`config.mk`:
```
export PLATFORM = sky130hd
export DESIGN_NAME = alarm_controller
export DESIGN_NICKNAME = d
export VERILOG_FILES = /design/src/rtl/clock_pkg.sv /design/src/rtl/alarm_tone_gen.sv /design/src/rtl/alarm_controller.sv
export SDC_FILE = /design/constraint.sdc
export NUM_CORES = 1
export LEC_CHECK = 0
export ABC_AREA = 1
export CORE_ASPECT_RATIO = 1.5
export CORE_MARGIN = 3
export CORE_UTILIZATION = 68
export DETAILED_ROUTE_END_ITERATION = 6
export DONT_BUFFER_PORTS = 1
export HOLD_SLACK_MARGIN = 0.1
export PLACE_DENSITY = 0.93
export SYNTH_ARGS = -nofsm -noshare
export SYNTH_HDL_FRONTEND = slang
export SYNTH_SLANG_ARGS = --single-unit
export TNS_END_PERCENT = 10
```
`constraint.sdc`:
```
create_clock -name clk -period 3.4 [get_ports clk]
set_input_delay 0 -clock clk [delete_from_list [all_inputs] [get_ports clk]]
set_output_delay 0 -clock clk [all_outputs]
set_load 0.02 [all_outputs]
```
`src/rtl/clock_pkg.sv`:
```
// rtl/clock_pkg.sv - shared clock/alarm types, BCD limits and BCD increment helper
package clock_pkg;

  typedef enum logic [2:0] {
    ST_OFF,
    ST_ARMED,
    ST_EDIT_HH,
    ST_EDIT_MM,
    ST_RINGING,
    ST_SNOOZE
  } alm_state_e;

  localparam logic [7:0] BCD_HH_MAX = 8'h23;
  localparam logic [7:0] BCD_MM_MAX = 8'h59;

  // Values at or above max wrap to zero, so a corrupted field recovers to a legal BCD value.
  function automatic logic [7:0] bcd_inc_wrap(input logic [7:0] v, input logic [7:0] max);
    logic [7:0] r;
    if (v >= max)
      r = 8'h00;
    else if (v[3:0] >= 4'd9)
      r = {v[7:4] + 4'd1, 4'd0};
    else
      r = {v[7:4], v[3:0] + 4'd1};
    return r;
  endfunction

endpackage

```
`src/rtl/alarm_tone_gen.sv`:
```
// rtl/alarm_tone_gen.sv - 50% square-wave buzzer carrier, divider held cleared while en=0
module alarm_tone_gen #(
  parameter int CLK_FREQ = 50_000_000,
  parameter int TONE_HZ  = 2000
) (
  input  logic clk,
  input  logic rst,
  input  logic en,
  output logic tone
);

  localparam int HALF = CLK_FREQ / (2 * TONE_HZ);
  localparam int CW   = (HALF > 1) ? $clog2(HALF) : 1;
  localparam logic [CW-1:0] HALF_LAST = CW'(HALF - 1);

  logic [CW-1:0] cnt;

  always_ff @(posedge clk) begin
    if (rst || !en) begin
      cnt  <= '0;
      tone <= 1'b0;
    end else if (cnt == HALF_LAST) begin
      cnt  <= '0;
      tone <= ~tone;
    end else begin
      cnt <= cnt + 1'b1;
    end
  end

endmodule

```
`src/rtl/alarm_controller.sv`:
```
// rtl/alarm_controller.sv - HH:MM alarm with edit, arm, ring and auto-silence
// Optional snooze state enabled by defining ALARM_SNOOZE_EN.
module alarm_controller
  import clock_pkg::*;
#(
  parameter int CLK_FREQ   = 50_000_000,
  parameter int TONE_HZ    = 2000,
  parameter int RING_SECS  = 60,
  parameter int SNOOZE_MIN = 5
) (
  input  logic       clk,
  input  logic       rst,
  input  logic       clk_1hz_tick,
  input  logic [7:0] cur_hh,
  input  logic [7:0] cur_mm,
  input  logic [7:0] cur_ss,
  input  logic       set_en,
  input  logic       alm_set_p,
  input  logic       alm_sel_p,
  input  logic       alm_inc_p,
  input  logic       alm_on_p,
  input  logic       stop_p,
  output logic [7:0] alm_hh,
  output logic [7:0] alm_mm,
  output logic       alm_edit,
  output logic       alm_blink_sel,
  output logic       armed,
  output logic       ringing,
  output logic       snoozing,
  output logic       buzzer
);

  localparam int RW = $clog2(RING_SECS + 1);
  localparam logic [RW-1:0] RING_END = RW'(RING_SECS);

  alm_state_e    state, nxt_state;
  logic [7:0]    nxt_hh, nxt_mm;
  logic          saved_armed, nxt_saved;
  logic [RW-1:0] ring_cnt, nxt_ring;
  logic          match, match_q, tone;

`ifdef ALARM_SNOOZE_EN
  localparam int SW = $clog2(SNOOZE_MIN * 60 + 1);
  localparam logic [SW-1:0] SNZ_END = SW'(SNOOZE_MIN * 60);
  logic [SW-1:0] snz_cnt, nxt_snz;
`endif

  assign match = (cur_hh == alm_hh) && (cur_mm == alm_mm) && (cur_ss == 8'h00);

  always_comb begin
    nxt_state = state;
    nxt_hh    = alm_hh;
    nxt_mm    = alm_mm;
    nxt_saved = saved_armed;
    nxt_ring  = ring_cnt;
`ifdef ALARM_SNOOZE_EN
    nxt_snz   = snz_cnt;
`endif
    case (state)
      ST_OFF, ST_ARMED: begin
        if (alm_set_p) begin
          nxt_state = ST_EDIT_HH;
          nxt_saved = (state == ST_ARMED);
        end else if (alm_on_p) begin
          nxt_state = (state == ST_OFF) ? ST_ARMED : ST_OFF;
        end else if (state == ST_ARMED && match && !match_q && !set_en) begin
          nxt_state = ST_RINGING;
          nxt_ring  = '0;
        end
      end
      ST_EDIT_HH, ST_EDIT_MM: begin
        if (alm_set_p)
          nxt_state = saved_armed ? ST_ARMED : ST_OFF;
        else if (alm_sel_p)
          nxt_state = (state == ST_EDIT_HH) ? ST_EDIT_MM : ST_EDIT_HH;
        else if (alm_inc_p && state == ST_EDIT_HH)
          nxt_hh = bcd_inc_wrap(alm_hh, BCD_HH_MAX);
        else if (alm_inc_p)
          nxt_mm = bcd_inc_wrap(alm_mm, BCD_MM_MAX);
      end
      ST_RINGING: begin
        if (alm_on_p) begin
          nxt_state = ST_OFF;
          nxt_ring  = '0;
        end else if (stop_p) begin
          nxt_ring  = '0;
`ifdef ALARM_SNOOZE_EN
          nxt_state = ST_SNOOZE;
          nxt_snz   = '0;
`else
          nxt_state = ST_ARMED;
`endif
        end else if (ring_cnt >= RING_END) begin
          nxt_state = ST_ARMED;
          nxt_ring  = '0;
        end else if (clk_1hz_tick) begin
          nxt_ring = ring_cnt + 1'b1;
        end
      end
`ifdef ALARM_SNOOZE_EN
      ST_SNOOZE: begin
        if (alm_on_p) begin
          nxt_state = ST_OFF;
          nxt_snz   = '0;
        end else if (stop_p) begin
          nxt_state = ST_ARMED;
          nxt_snz   = '0;
        end else if (snz_cnt >= SNZ_END) begin
          nxt_state = ST_RINGING;
          nxt_ring  = '0;
          nxt_snz   = '0;
        end else if (clk_1hz_tick) begin
          nxt_snz = snz_cnt + 1'b1;
        end
      end
`endif
      default: nxt_state = ST_OFF;
    endcase
  end

  // Status outputs are decoded from the next state so they change on the same edge as state.
  always_ff @(posedge clk) begin
    if (rst) begin
      state         <= ST_OFF;
      alm_hh        <= 8'h00;
      alm_mm        <= 8'h00;
      saved_armed   <= 1'b0;
      ring_cnt      <= '0;
      match_q       <= 1'b0;
      alm_edit      <= 1'b0;
      alm_blink_sel <= 1'b0;
      armed         <= 1'b0;
      ringing       <= 1'b0;
    end else begin
      state         <= nxt_state;
      alm_hh        <= nxt_hh;
      alm_mm        <= nxt_mm;
      saved_armed   <= nxt_saved;
      ring_cnt      <= nxt_ring;
      match_q       <= match;
      alm_edit      <= (nxt_state == ST_EDIT_HH) || (nxt_state == ST_EDIT_MM);
      alm_blink_sel <= (nxt_state == ST_EDIT_MM);
      armed         <= (nxt_state == ST_ARMED) || (nxt_state == ST_RINGING) ||
                       (nxt_state == ST_SNOOZE);
      ringing       <= (nxt_state == ST_RINGING);
    end
  end

`ifdef ALARM_SNOOZE_EN
  always_ff @(posedge clk) begin
    if (rst) begin
      snz_cnt  <= '0;
      snoozing <= 1'b0;
    end else begin
      snz_cnt  <= nxt_snz;
      snoozing <= (nxt_state == ST_SNOOZE);
    end
  end
`else
  assign snoozing = 1'b0;
`endif

  alarm_tone_gen #(
    .CLK_FREQ (CLK_FREQ),
    .TONE_HZ  (TONE_HZ)
  ) u_tone (
    .clk  (clk),
    .rst  (rst),
    .en   (ringing),
    .tone (tone)
  );

  // Carrier only during even ring seconds.
  assign buzzer = ringing & tone & ~ring_cnt[0];

endmodule

```
# Word-level counts from Yosys, hierarchy flattened
# Index checks and enable logic that the tools add are counted.
[word_totals] word_cells=99 output_inout_bits=22 in_bits=33 register_bits=46
[op_classes] reduce_logical=27 add_sub_neg=6 magnitude_cmp=5 bitwise=7 eq_ne=16 mux=24
[op_table] op="$mux 6" n=7
[op_table] op="$mux 8" n=4
[op_table] op="$mux 3" n=8
[op_table] op="$add 4x1->4 const B" n=4
[op_table] op="$eq 8x8->1" n=2
[op_table] op="$reduce_and 5->1" n=3
[op_table] op="$add 14x1->14 const B" n=1
[op_table] op="$eq 14x14->1 const B" n=1
[op_table] op="$eq 3x2->1 const B" n=4
[op_table] op="$pmux 6 s2" n=1
[op_table] op="$eq 3x3->1 const B" n=3
[op_table] op="$pmux 3 s3" n=1
[op_table] op="$ge 4x4->1 const B" n=2
[op_table] op="$ge 8x6->1 const B" n=1
[op_table] op="$ge 8x7->1 const B" n=1
[op_table] op="$logic_not 8->1" n=1
[op_table] op="$add 6x1->6 const B" n=1
[op_table] op="$eq 3x1->1 const B" n=2
[op_table] op="$ge 6x6->1 const B" n=1
[op_table] op="$logic_and 1x1->1" n=6
[op_table] op="$ne 2x2->1 const B" n=3
[op_table] op="$reduce_and 6->1" n=1
[op_table] op="$reduce_bool 2->1" n=3
[op_table] op="$reduce_or 2->1" n=3
[op_table] op="9 further kinds" n=21

# Longest topological paths before layout
# Gate-level depths: netlist of run 1.
[depth] word_depth=13 mapped_depth=13 depth_no_buf=13

# Cells and area by module
# From an unflattened synthesis of run 1, not the netlist that was laid out.
[unflattened] cells_unflattened=414 hier_area_um2=2793.9
[by_module_without_submodules] module="alarm_controller" instances=1 cells_per_inst=299 area_per_inst_um2=1974.4
[by_module_without_submodules] module="alarm_tone_gen" instances=1 cells_per_inst=115 area_per_inst_um2=819.5

# Least setup slack after synthesis of run 1
# No wires, ideal clock.
[synth_timing] path_kind="register to register" start="register alm_mm[0]" end="register alm_mm[6]" n_path_buf=0 t_arrival_ns=1.634 path_stages_with_launch=10 required_time_ns=3.285 synth_period_minus_slack_ns=1.749 path_slack_ns=1.651 setup_time_ns=0.115 path_cell_list="dfxtp_1 > inv_1 > ha_1 > a31oi_1 > inv_1 > a21oi_4 > nand2_1 > nand2_1 > a21oi_1 > o21a_1"
[synth_between] elab_chain_len=3
[synth_rtl] element="start: declaration" line_no="alarm_controller.sv:24" source="output logic [7:0] alm_mm,"
[synth_rtl] element="start signal: assignment" line_no="alarm_controller.sv:137" source="alm_mm <= nxt_mm;"
[synth_rtl] element="$ge 8x7->1 / $ge 4x4->1 (equally long branches)" line_no="clock_pkg.sv:19, clock_pkg.sv:21"
[synth_rtl] element="$reduce_bool 2->1 (no source line)"
[synth_rtl] element="$reduce_and 6->1 (no source line)"
# Parallel ways exist; a longest one is shown, timed or not.
# A chain may end at the register's enable or synchronous reset.

# Worst setup path after layout of run 1
[layout_timing] start="register alm_mm[0]" end="register match_q"
[layout_between] elab_chain_len=3
[layout_rtl] element="$eq 8x8->1" line_no="alarm_controller.sv:48" source="assign match = (cur_hh == alm_hh) && (cur_mm == alm_mm) && (cur_ss == 8'h00);"
[layout_rtl] element="$logic_and 1x1->1 (2 in series)" line_no="alarm_controller.sv:48"
[layout_rtl] element="end signal: assignment" line_no="alarm_controller.sv:140" source="match_q <= match;"
[layout_rtl] element="end: declaration" line_no="alarm_controller.sv:40" source="logic match, match_q, tone;"
# Every way passes these cells.

==> flow_metrics.env, run 1 <==
export IMPL_status="completed"
export IMPL_fin_skew_ns=0.00332
export IMPL_clkTransAtPathRegs_ns=0.08
export IMPL_fp_dieH_um=80.6
export IMPL_r2r_start="alm_mm[0]"
export IMPL_preCtsSetupSlack_ns=1.44
export IMPL_synth_area_leaders="dfxtp_1 37%, nand2_1 10%, nor2_1 8.0%"
export IMPL_ys_flop_type="dfxtp_1"
export IMPL_initial_utilization_pct=72.4
export IMPL_synth_top_area_share_pct=36.5
export IMPL_max_slew_worst_pin_slew_ns=0.755
export IMPL_drtAntennaViolNets=0
export IMPL_final_setup_tns_ns=0
export IMPL_area_delta_synth_final_pct=10.2
export IMPL_end_kind="flop"
export IMPL_cts_tree="yes"
export IMPL_min_period_ns=2.95
export IMPL_switching_share_pct=21.6
export IMPL_routed_wirelength_um=5410
export IMPL_gp_congestion=0.896
export IMPL_antenna_found_initial=0
export IMPL_fin_crit_sh_pct=86.8
export IMPL_drv_slew=0
export IMPL_dr_pass1_iters=5
export IMPL_ys_seq_area_share_pct=36.5
export IMPL_path_delay_family="buffers and inverters"
export IMPL_synth_async_reset_ratio_pct=0
export IMPL_routedWlPerCell_um=13.2
export IMPL_gr_usage_all_layers_pct=25.8
export IMPL_drive_above_1_share_pct=7.36
export IMPL_synthesis_area_sq_um=2520
export IMPL_io_pins=55
export IMPL_synth_cell_types=38
export IMPL_yosysTopAreaCell="dfxtp_1"
export IMPL_cts_sinks=46
export IMPL_power_switching_uw=221
export IMPL_worstPathCellList="xnor2_1, nand2_1, dlygate4sd3_1, nor2_1, dlygate4sd3_1, nand3_1, dlygate4sd3_1, nor2_1"
export IMPL_routed_via_density=5.49
export IMPL_hold_class="in -> reg"
export IMPL_synthCells=353
export IMPL_path_class="reg -> reg"
export IMPL_critPathLaunchType="flop"
export IMPL_grt_first_pass_wirelength_um=9230
export IMPL_crit_top_cell="dlygate4sd3_1"
export IMPL_timing_fmax_ghz=0.339
export IMPL_n_antenna_cell=0
export IMPL_placed_area_sq_um=2550
export IMPL_cp_required_ns=3.63
export IMPL_reg2reg_slack_ns=0.45
export IMPL_final_setup_viol_count=0
export IMPL_drt_iter0_markers=113
export IMPL_path_max_fanout=5
export IMPL_clk_latency_ns=0.29
export IMPL_overflow=0
export IMPL_fp_row_count=26
export IMPL_clk_path_buf_depth=2
export IMPL_reg2reg_to="match_q"
export IMPL_cpMaxStageDelayCell="dlygate4sd3_1"
export IMPL_place_port_buffers=0
export IMPL_hold_viol_final=0
export IMPL_p_seq_share_pct=53.6
export IMPL_synth_nets=398
export IMPL_p_int_uw=803
export IMPL_max_slew_margin_pct=49.5
export IMPL_dp_hpwl_um=3850
export IMPL_pwr_share_clk_pct=40.2
export IMPL_power_density_nw_per_um2=369
export IMPL_num_vias=2245
export IMPL_grt_max_degree=20
export IMPL_ys_ff_latch=46
export IMPL_rsz0062_at_grt="no"
export IMPL_synth_area_per_cell_sq_um=7.14
export IMPL_yosys_warnings=0
export IMPL_postCtsSetupBuffers=0
export IMPL_drc=0
export IMPL_leakagePower_uw=0.00115
export IMPL_min_to="alm_mm[2]"
export IMPL_crit_arrival_ns=3.18
export IMPL_maxCapViolations=0
export IMPL_fin_area_sq_um=2780
export IMPL_fin_util_pct=79.8
export IMPL_hold_path_depth=5
export IMPL_nets=412
export IMPL_max_stage_delay_ns=0.61
export IMPL_grt_pass1_vias=2218
export IMPL_htreeDepth=2
export IMPL_die_w_um=55.7
export IMPL_cts_resized=0
export IMPL_fin_hold_ws_ns=0.113
export IMPL_die_area_sq_um=4490
export IMPL_r2r_cells=8
export IMPL_cts_buffers=5
export IMPL_pwr_share_comb_pct=6.2
export IMPL_cts_root_buf="clkbuf_8"
export IMPL_core_area_sq_um=3480
export IMPL_synth_edf_count=0
export IMPL_ir_drop_mv=0.335
export IMPL_cp_num_buf_inv=3
export IMPL_worst_slack_ns=0.449
export IMPL_cts_hold_buf=11
export IMPL_min_from="alm_sel_p"
-- through the flow --
stage | instances | power, uW
floorplan | 353 | 606
global placement | 391 | 609
detailed placement | 391 | 611
CTS | 409 | 1030
global route | 409 | 1060
finish | 409 | 1020
-- sequential cells by signal, summed over array words and instances (netlist names) --
signal         flops
saved_armed        1
ringing            1
state              3
match_q            1
ring_cnt           6
alm_hh             8
alm_blink_sel      1
u_tone.cnt        14
u_tone.tone        1
armed              1
alm_mm             8
alm_edit           1
-- cell families (layout without fill, tap and decap cells) --
group,after synthesis,count (layout),synth area share [%]
compound gates,39,39,9.83
xor+xnor,17,17,5.91
buf+inv,61,75,9.24
other cells,1,1,0.149
simple gates,177,177,32.4
flops,46,46,36.5
fa+ha+maj,12,12,5.96
-- layout by cell type, fill, tap and decap left out, types with 3 or more instances in the layout --
cell,Yosys,layout
nand2_1,68,68
nor2_1,54,54
inv_1,52,52
dfxtp_1,46,46
a21oi_1,17,17
nor3_1,15,15
nand3_1,14,14
ha_1,12,12
xor2_1,11,11
dlygate4sd3_1,0,11
nand4_1,6,6
xnor2_1,6,6
clkbuf_8,0,6
inv_2,5,5
o21ai_0,5,5
nor4_1,4,4
a211oi_1,4,4
nor2_2,3,3
-- worst min-delay path: cells and delay by family --
kind / cells / cell delay, ns
simple gates: 3 / 0.28
compound gates: 1 / 0.07
buf+inv: 1 / 0.02
-- synth_stat cells (2+ instances only) --
master / count
xnor2_1: 6
nor3b_1: 2
xor2_1: 11
dfxtp_1: 46
nor4_1: 4
o31ai_1: 2
nand2_4: 2
inv_1: 52
nand2_1: 68
o21a_1: 2
nor2_2: 3
nand4_1: 6
a211oi_1: 4
a31oi_1: 2
ha_1: 12
a21oi_1: 17
nor2_1: 54
inv_2: 5
o21ai_0: 5
nand4_2: 2
nor3_1: 15
clkbuf_1: 3
o211ai_1: 2
nand3_1: 14
-- power groups by stage --
| stage | combinational [uW] | clock (uW) | sequential [uW] |
|---|---|---|---|
| after detailed placement | 48.6 | 0 | 562 |
| after CTS | 61.8 | 420 | 549 |
| after global routing | 71.1 | 436 | 550 |
| after floorplan | 44.5 | 0 | 561 |
| final | 63.4 | 411 | 549 |
| after global placement | 47.1 | 0 | 562 |
-- metal layers --
layer  track usage [%]  part of all wire [%]  routed length, um
met2              46.1                    51               2760
met1              27.3                    40               2160
met4              15.6                   2.9                158
met3              5.63                   6.1                328
met5                 0                     0                  0
-- layout make-up --
cell class / count / area (sq um)
timing repair buffer: 11 / 110
multi-input combinational: 246 / 1370
sequential: 46 / 921
tap: 42 / 52.6
clock inverter: 1 / 30.0
clock buffer: 6 / 82.6
inverter: 57 / 214
fill: 244 / 704
-- worst max-delay path by stage --
| stage | from | end | cells after the start |
|---|---|---|---|
| after CTS | alm_mm[0] | match_q | 8 |
| after detailed placement | alm_mm[0] | alm_mm[6] | 9 |
| after floorplan | alm_mm[0] | alm_mm[6] | 9 |
| final | alm_mm[0] | match_q | 8 |
| after global placement | alm_mm[0] | alm_mm[6] | 9 |
| after global routing | alm_mm[0] | match_q | 8 |
Power figures use the tool's default switching activity.
==> run 2: changes to the inputs <==
==> constraint.sdc (replaced) <==
create_clock -name clk -period 3.4 [get_ports clk]
set_input_delay 0.68 -clock clk [delete_from_list [all_inputs] [get_ports clk]]
set_output_delay 0.68 -clock clk [all_outputs]
set_load 0.02 [all_outputs]
==> run 2 against run 1 <==
Effect of this change: sequential share of layout area up 1.6 points; via count fell by 4.2%; flip-flop and latch count unchanged; utilization down 3.8 points; die area stayed put; total power decreased by 8.1%; largest cell class unchanged; largest power group unchanged; highest routed layer unchanged.
==> flow_metrics.env, run 2 (same netlist as run 1, synthesis figures left out) <==
export IMPL_maxCapViolations=0
export IMPL_cpMaxStageDelayCell="dfxtp_1"
export IMPL_cp_num_buf_inv=2
export IMPL_core_area_sq_um=3480
export IMPL_gr_usage_all_layers_pct=23.4
export IMPL_power_switching_uw=217
export IMPL_max_stage_delay_ns=0.54
export IMPL_final_setup_tns_ns=0
export IMPL_largest_register_ffs=14
export IMPL_drive_above_1_share_pct=7.56
export IMPL_n_antenna_cell=0
export IMPL_routed_wirelength_um=4920
export IMPL_overflow=0
export IMPL_wirelength_met1_um=2010
export IMPL_p_seq_share_pct=58.4
export IMPL_io_pins=55
export IMPL_leakagePower_uw=0.00109
export IMPL_dr_pass1_iters=4
export IMPL_fin_skew_ns=0.00605
export IMPL_area_delta_synth_final_pct=4.97
export IMPL_min_period_ns=1.97
export IMPL_path_max_fanout=10
export IMPL_die_w_um=55.7
export IMPL_p_int_uw=725
export IMPL_fp_row_count=26
export IMPL_cp_required_ns=3.61
export IMPL_cts_sinks=46
export IMPL_reg_top3="u_tone.cnt x14, alm_hh x8, alm_mm x8"
export IMPL_layout_common_cells="68 x nand2_1, 54 x nor2_1, 52 x inv_1"
export IMPL_grt_pass1_vias=2047
export IMPL_htreeDepth=2
export IMPL_grt_max_degree=20
export IMPL_rsz0062_at_grt="no"
export IMPL_power_density_nw_per_um2=356
export IMPL_worstPathCellList="inv_1, ha_1, a31oi_1, inv_1, a21oi_4, nand2_1, nand2_1, a21oi_1, o21a_1"
export IMPL_met3_length_um=329
export IMPL_drv_slew=0
export IMPL_path_delay_family="compound AO/OA/AOI/OAI gates"
export IMPL_wl_met2_um=2480
export IMPL_switching_share_pct=23.0
export IMPL_fin_area_sq_um=2650
export IMPL_postCtsSetupBuffers=0
export IMPL_drt_iter0_markers=59
export IMPL_cts_root_buf="clkbuf_8"
export IMPL_gp_congestion=0.848
export IMPL_clkTransAtPathRegs_ns=0.08
export IMPL_final_common_cell="nand2_1"
export IMPL_drtAntennaViolNets=0
export IMPL_placed_area_sq_um=2550
export IMPL_fin_util_pct=76.0
export IMPL_fp_dieH_um=80.6
export IMPL_cts_resized=0
export IMPL_routedWlPerCell_um=12.3
export IMPL_cts_hold_buf=0
export IMPL_path_class="reg -> reg"
export IMPL_status="completed"
export IMPL_antenna_found_initial=0
export IMPL_num_vias=2150
export IMPL_hold_class="in -> reg"
export IMPL_drc=0
export IMPL_initial_utilization_pct=72.4
export IMPL_fin_crit_sh_pct=58.1
export IMPL_final_setup_viol_count=0
export IMPL_hold_viol_final=0
export IMPL_top_register="u_tone.cnt"
export IMPL_ir_drop_mv=0.475
export IMPL_die_area_sq_um=4490
export IMPL_end_kind="flop"
export IMPL_grt_first_pass_wirelength_um=8360
export IMPL_timing_fmax_ghz=0.506
export IMPL_dp_hpwl_um=3780
export IMPL_critPathLaunchType="flop"
export IMPL_top_layer="met4"
export IMPL_routed_via_density=5.39
export IMPL_fill_cells=270
export IMPL_cts_tree="yes"
export IMPL_pwr_share_clk_pct=36.4
export IMPL_pwr_share_comb_pct=5.2
export IMPL_place_port_buffers=0
export IMPL_clk_latency_ns=0.30
export IMPL_clk_path_buf_depth=2
export IMPL_crit_arrival_ns=2.18
export IMPL_nets=401
export IMPL_cts_buffers=5
-- run 2: final cells by class --
| type | count | area, sq um | share of cell area [%] |
|---|---|---|---|
| Tap cell | 42 | 52.6 | 1.99 |
| Multi-Input combinational cell | 246 | 1370 | 51.7 |
| Inverter | 57 | 214 | 8.09 |
| Sequential cell | 46 | 921 | 34.8 |
| Clock buffer | 7 | 86.3 | 3.26 |
| Clock inverter | 1 | 5.00 | 0.189 |
-- run 2: routing by layer --
| metal | vias to the layer above | GRT usage [%] |
|---|---|---|
| met5 | - | 0 |
| li1 | 1130 | - |
| met4 | 0 | 9.73 |
| met1 | 951 | 24.7 |
| met2 | 59 | 43.0 |
| met3 | 10 | 6.43 |
-- run 2: power by group through the flow --
stage,registers [uW],clock network (uW),logic [uW]
floorplan,561,0,44.5
global placement,562,0,46.7
detailed placement,562,0,48.3
CTS,549,348,48.7
global route,550,368,56.9
finish,550,343,48.8
-- run 2: worst paths after layout --
kind,start,end,slack [ns],cells after the start
max,alm_mm[0],alm_mm[6],1.43,9
min,rst,alm_hh[1],0.44,1
max reg2reg,alm_mm[0],alm_mm[6],1.43,9
min reg2reg,u_tone.cnt[0],u_tone.cnt[0],0.46,1
-- run 2: per-stage QoR --
stage / hold WS, ns / std cells / power (uW) / setup slack, ns
floorplan: 0.418 / 353 / 606 / 1.61
global placement: 0.430 / 391 / 609 / 1.42
detailed placement: 0.449 / 391 / 611 / 1.37
CTS: 0.431 / 399 / 946 / 1.40
global route: 0.424 / 399 / 975 / 1.20
finish: 0.439 / 399 / 941 / 1.43
-- run 2: worst register-to-register path, delay by kind of cell, from the launching register on --
family                   cells  cell delay (ns)
AND/OR/NAND/NOR              2             0.19
buffers and inverters        2             0.26
AO/OA/AOI/OAI                4             0.65
flip-flops                   1             0.54
adder cells (fa/ha/maj)      1             0.23
